$ cat src/rtl/pulse_request_queue_if.sv
`default_nettype none
// ============================================================================
//  Module   : pulse_request_queue_if
//  Brief    : Request-in / grant-out bundle for the pulse request queue.
//  Revision : 1.0 - initial release
// ============================================================================
interface pulse_request_queue_if #(
    parameter int DATA_W   = 8,
    parameter int NUM_CORE = 2,
    parameter int DEPTH    = 8,
    parameter int DROP_W   = 8
);
    localparam int CORE_W = (NUM_CORE > 1) ? $clog2(NUM_CORE) : 1;
    localparam int CNT_W  = $clog2(DEPTH) + 1;

    logic                req_pulse;
    logic [DATA_W-1:0]   req_data;
    logic [NUM_CORE-1:0] core_busy;
    logic                grant_valid;
    logic                grant_ready;
    logic [DATA_W-1:0]   grant_data;
    logic [CORE_W-1:0]   grant_core;
    logic [CNT_W-1:0]    count;
    logic                full;
    logic                empty;
    logic [DROP_W-1:0]   drop_cnt;

    modport slave (
        input  req_pulse, req_data, core_busy, grant_ready,
        output grant_valid, grant_data, grant_core, count, full, empty, drop_cnt
    );

    modport master (
        output req_pulse, req_data, core_busy, grant_ready,
        input  grant_valid, grant_data, grant_core, count, full, empty, drop_cnt
    );
endinterface
`default_nettype wire

$ cat src/rtl/pulse_request_queue.sv
`default_nettype none
// ============================================================================
//  Module   : pulse_request_queue
//  Brief    : Show-ahead request FIFO with round-robin idle-core selection
//             and a saturating drop counter.
//  Revision : 1.0 - initial release
// ============================================================================
module pulse_request_queue #(
    parameter int DATA_W   = 8,
    parameter int NUM_CORE = 2,
    parameter int DEPTH    = 8,
    parameter int DROP_W   = 8
) (
    input  wire logic              clk,
    input  wire logic              rst,
    pulse_request_queue_if.slave   bus
);
    localparam int CORE_W = (NUM_CORE > 1) ? $clog2(NUM_CORE) : 1;
    localparam int CNT_W  = $clog2(DEPTH) + 1;
    localparam int PTR_W  = $clog2(DEPTH);

    localparam logic [CORE_W-1:0] c_last_core = CORE_W'(NUM_CORE - 1);
    localparam logic [CNT_W-1:0]  c_depth     = CNT_W'(DEPTH);

    logic [DATA_W-1:0] r_mem [DEPTH];
    logic [PTR_W-1:0]  r_wr_ptr;
    logic [PTR_W-1:0]  r_rd_ptr;
    logic [CNT_W-1:0]  r_count;
    logic [CORE_W-1:0] r_rr_ptr;
    logic [DROP_W-1:0] r_drop_cnt;

    logic              w_full;
    logic              w_empty;
    logic              w_push;
    logic              w_pop;
    logic              w_drop;
    logic              w_found;
    logic              w_grant_valid;
    logic [CORE_W-1:0] w_grant_core;
    logic [CORE_W-1:0] w_scan;
    logic [CORE_W-1:0] w_rr_next;

    assign w_full  = (r_count == c_depth);
    assign w_empty = (r_count == '0);

    // Walk the cores starting at the round-robin pointer; first idle one wins.
    always_comb begin
        w_found      = 1'b0;
        w_grant_core = '0;
        w_scan       = r_rr_ptr;
        for (int k = 0; k < NUM_CORE; k++) begin
            if (!w_found && !bus.core_busy[w_scan]) begin
                w_found      = 1'b1;
                w_grant_core = w_scan;
            end
            w_scan = (w_scan == c_last_core) ? '0 : w_scan + CORE_W'(1);
        end
    end

    assign w_grant_valid = !w_empty && w_found;
    assign w_pop         = w_grant_valid && bus.grant_ready;
    // Full is judged on the registered count, so a same-cycle pop never rescues a push.
    assign w_push        = bus.req_pulse && !w_full;
    assign w_drop        = bus.req_pulse && w_full;
    assign w_rr_next     = (w_grant_core == c_last_core) ? '0 : w_grant_core + CORE_W'(1);

    always_ff @(posedge clk) begin
        if (w_push) begin
            r_mem[r_wr_ptr] <= bus.req_data;
        end
    end

    always_ff @(posedge clk or negedge rst) begin
        if (!rst) begin
            r_wr_ptr   <= '0;
            r_rd_ptr   <= '0;
            r_count    <= '0;
            r_rr_ptr   <= '0;
            r_drop_cnt <= '0;
        end else begin
            if (w_push) begin
                r_wr_ptr <= r_wr_ptr + PTR_W'(1);
            end
            if (w_pop) begin
                r_rd_ptr <= r_rd_ptr + PTR_W'(1);
                r_rr_ptr <= w_rr_next;
            end
            if (w_push && !w_pop) begin
                r_count <= r_count + CNT_W'(1);
            end else if (w_pop && !w_push) begin
                r_count <= r_count - CNT_W'(1);
            end
            if (w_drop && (r_drop_cnt != '1)) begin
                r_drop_cnt <= r_drop_cnt + DROP_W'(1);
            end
        end
    end

    assign bus.grant_valid = w_grant_valid;
    assign bus.grant_data  = r_mem[r_rd_ptr];
    assign bus.grant_core  = w_grant_core;
    assign bus.count       = r_count;
    assign bus.full        = w_full;
    assign bus.empty       = w_empty;
    assign bus.drop_cnt    = r_drop_cnt;
endmodule
`default_nettype wire

$ cat src/flat_wrapper.sv
// flat-port wrapper written by rule: the top's interface ports become plain ports
module pulse_request_queue_flat 
#(
    parameter int DATA_W   = 8,
    parameter int NUM_CORE = 2,
    parameter int DEPTH    = 8,
    parameter int DROP_W   = 8
)
  (clk, rst, bus_req_pulse, bus_req_data, bus_core_busy, bus_grant_ready, bus_grant_valid, bus_grant_data, bus_grant_core, bus_count, bus_full, bus_empty, bus_drop_cnt);
  pulse_request_queue_if #(.DATA_W(DATA_W), .NUM_CORE(NUM_CORE), .DEPTH(DEPTH), .DROP_W(DROP_W)) bus_i ();
  input  wire logic clk;
  input  wire logic rst;
  input wire logic [$bits(bus_i.req_pulse)-1:0] bus_req_pulse;
  input wire logic [$bits(bus_i.req_data)-1:0] bus_req_data;
  input wire logic [$bits(bus_i.core_busy)-1:0] bus_core_busy;
  input wire logic [$bits(bus_i.grant_ready)-1:0] bus_grant_ready;
  output wire logic [$bits(bus_i.grant_valid)-1:0] bus_grant_valid;
  output wire logic [$bits(bus_i.grant_data)-1:0] bus_grant_data;
  output wire logic [$bits(bus_i.grant_core)-1:0] bus_grant_core;
  output wire logic [$bits(bus_i.count)-1:0] bus_count;
  output wire logic [$bits(bus_i.full)-1:0] bus_full;
  output wire logic [$bits(bus_i.empty)-1:0] bus_empty;
  output wire logic [$bits(bus_i.drop_cnt)-1:0] bus_drop_cnt;
  assign bus_i.req_pulse = bus_req_pulse;
  assign bus_i.req_data = bus_req_data;
  assign bus_i.core_busy = bus_core_busy;
  assign bus_i.grant_ready = bus_grant_ready;
  assign bus_grant_valid = bus_i.grant_valid;
  assign bus_grant_data = bus_i.grant_data;
  assign bus_grant_core = bus_i.grant_core;
  assign bus_count = bus_i.count;
  assign bus_full = bus_i.full;
  assign bus_empty = bus_i.empty;
  assign bus_drop_cnt = bus_i.drop_cnt;
  pulse_request_queue #(.DATA_W(DATA_W), .NUM_CORE(NUM_CORE), .DEPTH(DEPTH), .DROP_W(DROP_W)) u_core (.clk(clk), .rst(rst), .bus(bus_i));
endmodule
$ cat config.mk
export PLATFORM = sky130hd
export DESIGN_NAME = pulse_request_queue_flat
export DESIGN_NICKNAME = d
export VERILOG_FILES = /design/src/rtl/pulse_request_queue_if.sv /design/src/rtl/pulse_request_queue.sv /design/src/flat_wrapper.sv
export SDC_FILE = /design/constraint.sdc
export NUM_CORES = 1
export LEC_CHECK = 0
export CELL_PAD_IN_SITES_DETAIL_PLACEMENT = 0
export CELL_PAD_IN_SITES_GLOBAL_PLACEMENT = 1
export CORE_MARGIN = 1.5
export CORE_UTILIZATION = 40
export CTS_CLUSTER_SIZE = 24
export DETAILED_ROUTE_END_ITERATION = 12
export PLACE_DENSITY = 0.78
export SYNTH_ARGS = -nofsm -noshare
export SYNTH_HDL_FRONTEND = slang
export SYNTH_SLANG_ARGS = --single-unit
$ cat constraint.sdc
create_clock -name clk -period 4.9 [get_ports clk]
set_input_delay 0.49 -clock clk [delete_from_list [all_inputs] [get_ports clk]]
set_output_delay 0.49 -clock clk [all_outputs]
set_load 0.05 [all_outputs]
Word level (Yosys, flattened, before mapping). Memories as Yosys holds them, arrays and structs flattened. Cells that the tools add are included.

$add $sub $neg: 7. Magnitude comparators: 2. Eq/ne operators: 2. Mux-type cells: 14. Reduce and logical (&&, ||, !) cells: 15.

Operators by type and width (number): 2-to-1 mux 1 bit (12); adder 8 x 1 -> 8 bit, second input constant (1); logical AND 1 bit (8); 2-to-1 mux 4 bit (2); != test 8 bit, second input constant (1); adder 3 x 1 -> 3 bit, second input constant (2); logical NOT 1 bit (5); adder 4 x 1 -> 4 bit, second input constant (1); equality test 4 bit, second input constant (1); logical NOT 4 bit (1); < comparator 1 x 2 -> 1 bit, second input constant (2); subtractor 4 x 1 -> 4 bit, second input constant (1); adder 1 bit, second input constant (2); nonzero test 2 bit (1).

Bits in registers: 19. Bits in writable memories: 64. Input port bits: 14. Output and inout port bits: 24. Logic and storage cells: 46. Memories: 1.

Memory list: u_core.r_mem (words 8, width 8, read ports 1, clocked after Yosys merged registers in 0, write ports 1, line pulse_request_queue.sv:25) `logic [DATA_W-1:0] r_mem [DEPTH];`.

Longest topological paths before layout.
Word-level depth: 12. Depth in mapped cells: 10. Mapped depth without buffers: 9.

Worst setup path after synthesis. OpenSTA, ideal clock, no wires.

Path type: register -> register. From: reg u_core.r_count[0], in the netlist u_core.bus.count[0]. To: reg u_core.r_count[3], in the netlist u_core.bus.count[3]. Library setup time: 0.131 ns. Data arrival time: 4.112 ns. Required time: 4.769 ns. Path slack: 0.657 ns. Stages on the path, launching flop included: 9. Path buffers: 0. Clock period less this slack: 4.243 ns. Cell sequence: dfrtp_1 -> nor4_1 -> nand3b_1 -> ha_1 -> inv_1 -> ha_1 -> or4_1 -> o211ai_1 -> o211ai_1.

Cells in the longest elaborated chain, start to end: 7. Elaborated cells between the ends (all ways): 16. Classes of those cells: add/sub (2); eq/ne (1); mux (2); reduce/logical (11).

RTL lines: from (decl) (line pulse_request_queue.sv:28) `logic [CNT_W-1:0] r_count;`; from (signal assigned) (line pulse_request_queue.sv:89) `r_count <= r_count + CNT_W'(1);`; from (signal assigned) (line pulse_request_queue.sv:91) `r_count <= r_count - CNT_W'(1);`; logical NOT 4 bit (*) (line pulse_request_queue.sv:44) `assign w_empty = (r_count == '0);`; net bus_empty (line flat_wrapper.sv:22) `output wire logic [$bits(bus_i.empty)-1:0] bus_empty;`; logical NOT 1 bit (*) (line pulse_request_queue.sv:60) `assign w_grant_valid = !w_empty && w_found;`; logical AND 1 bit (*) (line pulse_request_queue.sv:60); logical AND 1 bit (*) (line pulse_request_queue.sv:61) `assign w_pop = w_grant_valid && bus.grant_ready;`; logical NOT 1 bit (line pulse_request_queue.sv:88) `if (w_push && !w_pop) begin`; logical AND 1 bit (line pulse_request_queue.sv:88); 2-to-1 mux 4 bit or nonzero test 2 bit (tied branches).

The timed path passes the listed nets; every way through them passes the cells marked *. The select of a mux whose other input is x is not followed. A chain may end at the register's enable or synchronous reset.

Worst setup path after layout.
From: reg u_core.r_rd_ptr[0]. To: out bus_grant_data[1].

Cells in the longest elaborated chain, start to end: 1.

RTL lines: from (decl) (line pulse_request_queue.sv:27) `logic [PTR_W-1:0] r_rd_ptr;`; from (signal assigned) (line pulse_request_queue.sv:85) `r_rd_ptr <= r_rd_ptr + PTR_W'(1);`; memory (8 x 8 bit); to (decl) (line flat_wrapper.sv:18) `output wire logic [$bits(bus_i.grant_data)-1:0] bus_grant_data;`.

Every way passes these cells.

==> flow_metrics.py <==
metrics = {
    "critical_path": {
        "reg2reg_depth": 9,
        "path_class": "flip-flop to output port",
        "cp_slowest_stage_delay_ns": 1.07,
        "crit_start": "u_core.r_rd_ptr[0]$_DFFE_PN0P_",
        "ff2ff_setup_slack_ns": 1.74,
        "arrival_ns": 3.01,
        "critPathLaunchType": "flip-flop",
        "endpoint": "bus_grant_data[1]",
        "endpoint_kind": "output port",
        "cp_data_required_time_ns": 4.41,
        "cp_cell_sequence": "mux4_2 > mux2_2 > clkdlybuf4s50_1",
        "cp_max_fo": 18,
        "r2r_start": "u_core.bus.count[0]$_DFFE_PN0P_",
        "crit_slowest_cell": "dfrtp_1",
        "rr_endpoint": "u_core.bus.count[3]$_DFFE_PN0P_",
    },
    "yosys": {
        "synthMuxAreaShare_pct": 16.2,
        "ys_ff_latch": 83,
        "post-synth-top-area-cell": "edfxtp_1",
        "synth_flop_cell": "edfxtp_1",
        "synth_simple_gate_area_share_pct": 7.39,
        "syn_area_um2": 3540,
        "synth_top_area_share_pct": 54.3,
        "synth_area_leaders": "edfxtp_1 (54%), dfrtp_1 (13%), mux4_2 (10%)",
        "syn_inst": 206,
        "ys_types": 36,
        "ys_async_sr_fraction_pct": 22.9,
        "synth_compound_area_share_pct": 2.33,
        "ys_seq_area_share_pct": 67.8,
        "yosysMostFrequentCell": "edfxtp_1",
        "syn_nets": 227,
        "ys.warnings.count": 0,
        "synth_top_family_by_area": "multiplexers",
        "synthXorXnorAreaFrac_pct": 1.73,
        "synth-edff-count": 64,
        "synthAdderAreaFrac_pct": 2.69,
        "ys_top_cells_by_count": "edfxtp_1 (64), dfrtp_1 (19), mux4_2 (16)",
        "avgSynthCellArea_um2": 17.2,
    },
    "placement": {
        "io_buffers": 37,
        "dp_cells": 348,
        "place_ws_ns": 1.70,
        "gp_congestion": 0.759,
        "placed_cell_area_um2": 4040,
        "hpwl_um": 4000,
    },
    "clock_tree": {
        "cts_buffer_depth": 2,
        "ctsHoldBuffers": 0,
        "cts_setup_buffers": 0,
        "clkTransAtPathRegs_ns": 0.08,
        "cts-resized-gates": 0,
        "cts.sinks": 83,
        "clk_latency_ns": 0.35,
        "htreeDepth": 3,
        "cts_root_buf": "clkbuf_8",
        "cts_tree": "yes",
        "cts_buffers": 9,
    },
    "global_route": {
        "antenna_found_initial": 0,
        "first_global_vias": 1930,
        "grt_overflow": 0,
        "grt_max_degree": 20,
        "groute.usage.overall_pct": 14.2,
        "use_met1_pct": 18.3,
        "grt_pass1_wl_um": 10100,
        "met2_usage_pct": 23.0,
        "busiest_layer": "met2",
        "met3_usage_pct": 5.18,
    },
    "sta": {
        "min_period_ns": 3.50,
        "hold_viol": 0,
        "drv_slew": 0,
        "rsz0062_at_grt": "false",
        "fin_setup_tns_ns": 0,
        "max_slew.worst_pin.slew_ns": 1.09,
        "slew-limit-headroom_pct": 27.6,
        "worst_slack_ns": 1.40,
        "setup_viol": 0,
        "fmax_mhz": 285,
        "min_period_over_period_pct": 71.5,
        "fin_skew_ns": 0.00807,
    },
    "layout": {
        "nets": 272,
        "drive_above_1_share_pct": 21.5,
        "postLayoutCoreUtil_pct": 48.9,
        "postLayoutCellArea_um2": 4220,
        "syn_to_final_growth_pct": 19.2,
        "final_cell_count_no_fill": 364,
        "diodes": 0,
    },
    "floorplanning": {
        "dieArea_um2": 9420,
        "dieWidth_um": 97.1,
        "core_um2": 8640,
        "start_util_pct": 41.0,
        "die_y_um": 97.1,
        "fp-row-count": 34,
        "num_io_pins": 38,
    },
    "flow_run": {
        "maxCapViolCount": 0,
    },
    "routing": {
        "dr.first_iter.drc_count": 67,
        "route.antenna.remaining_nets": 0,
        "drc": 0,
        "first_pass_iters": 4,
        "wl_um": 6260,
        "routed_via_density": 5.30,
        "routedWlPerCell_um": 17.2,
        "vias": 1929,
    },
    "hold_path": {
        "hold_path_class": "flip-flop to flip-flop",
    },
    "pwr": {
        "p_per_area_nw_per_um2": 608,
        "leakagePower_nw": 1.43,
        "peakVddDrop_mv": 0.244,
    },
    "run_status": {
        "status": "complete, no violations",
    },
}
cell families after synthesis:
kind of cell | after synthesis
fa+ha+maj | 7
flops | 83
xor+xnor | 7
compound gates | 12
buf+inv | 15
simple gates | 47
mux | 35
where the power goes:
part	leakage, nW	internal [mW]	switching, mW
registers	0.808	0.896	0.179
clock network	0.0831	0.188	0.242
logic	0.544	0.478	0.583
per-layer routing:
metal | wire (um) | vias to the layer above
met5 | 0 | -
met3 | 265 | 11
met1 | 2820 | 965
met4 | 74 | 0
li1 | - | 907
met2 | 3100 | 46
layout make-up:
class                           instances  area [um^2]
Clock buffer                           10          128
Clock inverter                          6         50.0
Fill cell                             741         4420
Inverter                                7         26.3
Multi-Input combinational cell        108         1070
Sequential cell                        83         2400
Tap cell                              108          135
Timing Repair Buffer                   42          408
worst min path at each step:
stage	startpoint	end	slack, ns	depth (start not counted)
floorplan	rst	u_core.bus.count[0]$_DFFE_PN0P_	0.19	0
global placement	u_core.r_rr_ptr$_DFFE_PN0P_	u_core.r_rr_ptr$_DFFE_PN0P_	0.52	2
detailed placement	u_core.r_rr_ptr$_DFFE_PN0P_	u_core.r_rr_ptr$_DFFE_PN0P_	0.52	2
CTS	u_core.r_rr_ptr$_DFFE_PN0P_	u_core.r_rr_ptr$_DFFE_PN0P_	0.54	2
global route	u_core.r_rr_ptr$_DFFE_PN0P_	u_core.r_rr_ptr$_DFFE_PN0P_	0.55	2
finish	u_core.r_rr_ptr$_DFFE_PN0P_	u_core.r_rr_ptr$_DFFE_PN0P_	0.53	2
worst max-delay path: cells and delay by family, from the launching register on:
| kind | cells | cell delay, ns |
|---|---|---|
| flip-flops | 1 | 1.07 |
| multiplexers | 2 | 0.89 |
| buffers and inverters | 1 | 0.71 |
metrics by stage:
step | total power, mW | hold slack, ns
6_report | 2.57 | 0.530
5_1_grt | 2.71 | 0.553
4_1_cts | 2.60 | 0.536
3_5_place_dp | 2.17 | 0.524
3_3_place_gp | 2.15 | 0.515
2_1_floorplan | 1.84 | 0.194
cell usage in the layout, fill, tap and decap left out, types with 4 or more instances in the layout:
master           count
ha_1                 6
edfxtp_1            64
clkbuf_8             9
mux4_2              16
clkdlybuf4s50_1     37
nor3_1               7
nand2_1              8
nor2_1               7
nand3_1              9
nand4_1              4
mux2_2              14
o21ai_0              4
inv_1                6
xnor2_1              7
dfrtp_1             19
buf_4                5
registers in the layout, summed over array words and instances (netlist names):
name and flops:
u_core.bus.count 4, u_core.r_rr_ptr 1, u_core.r_mem 64, u_core.r_wr_ptr 3, u_core.r_rd_ptr 3, u_core.bus.drop_cnt 8
No activity file was read; power rests on OpenSTA's default activity.
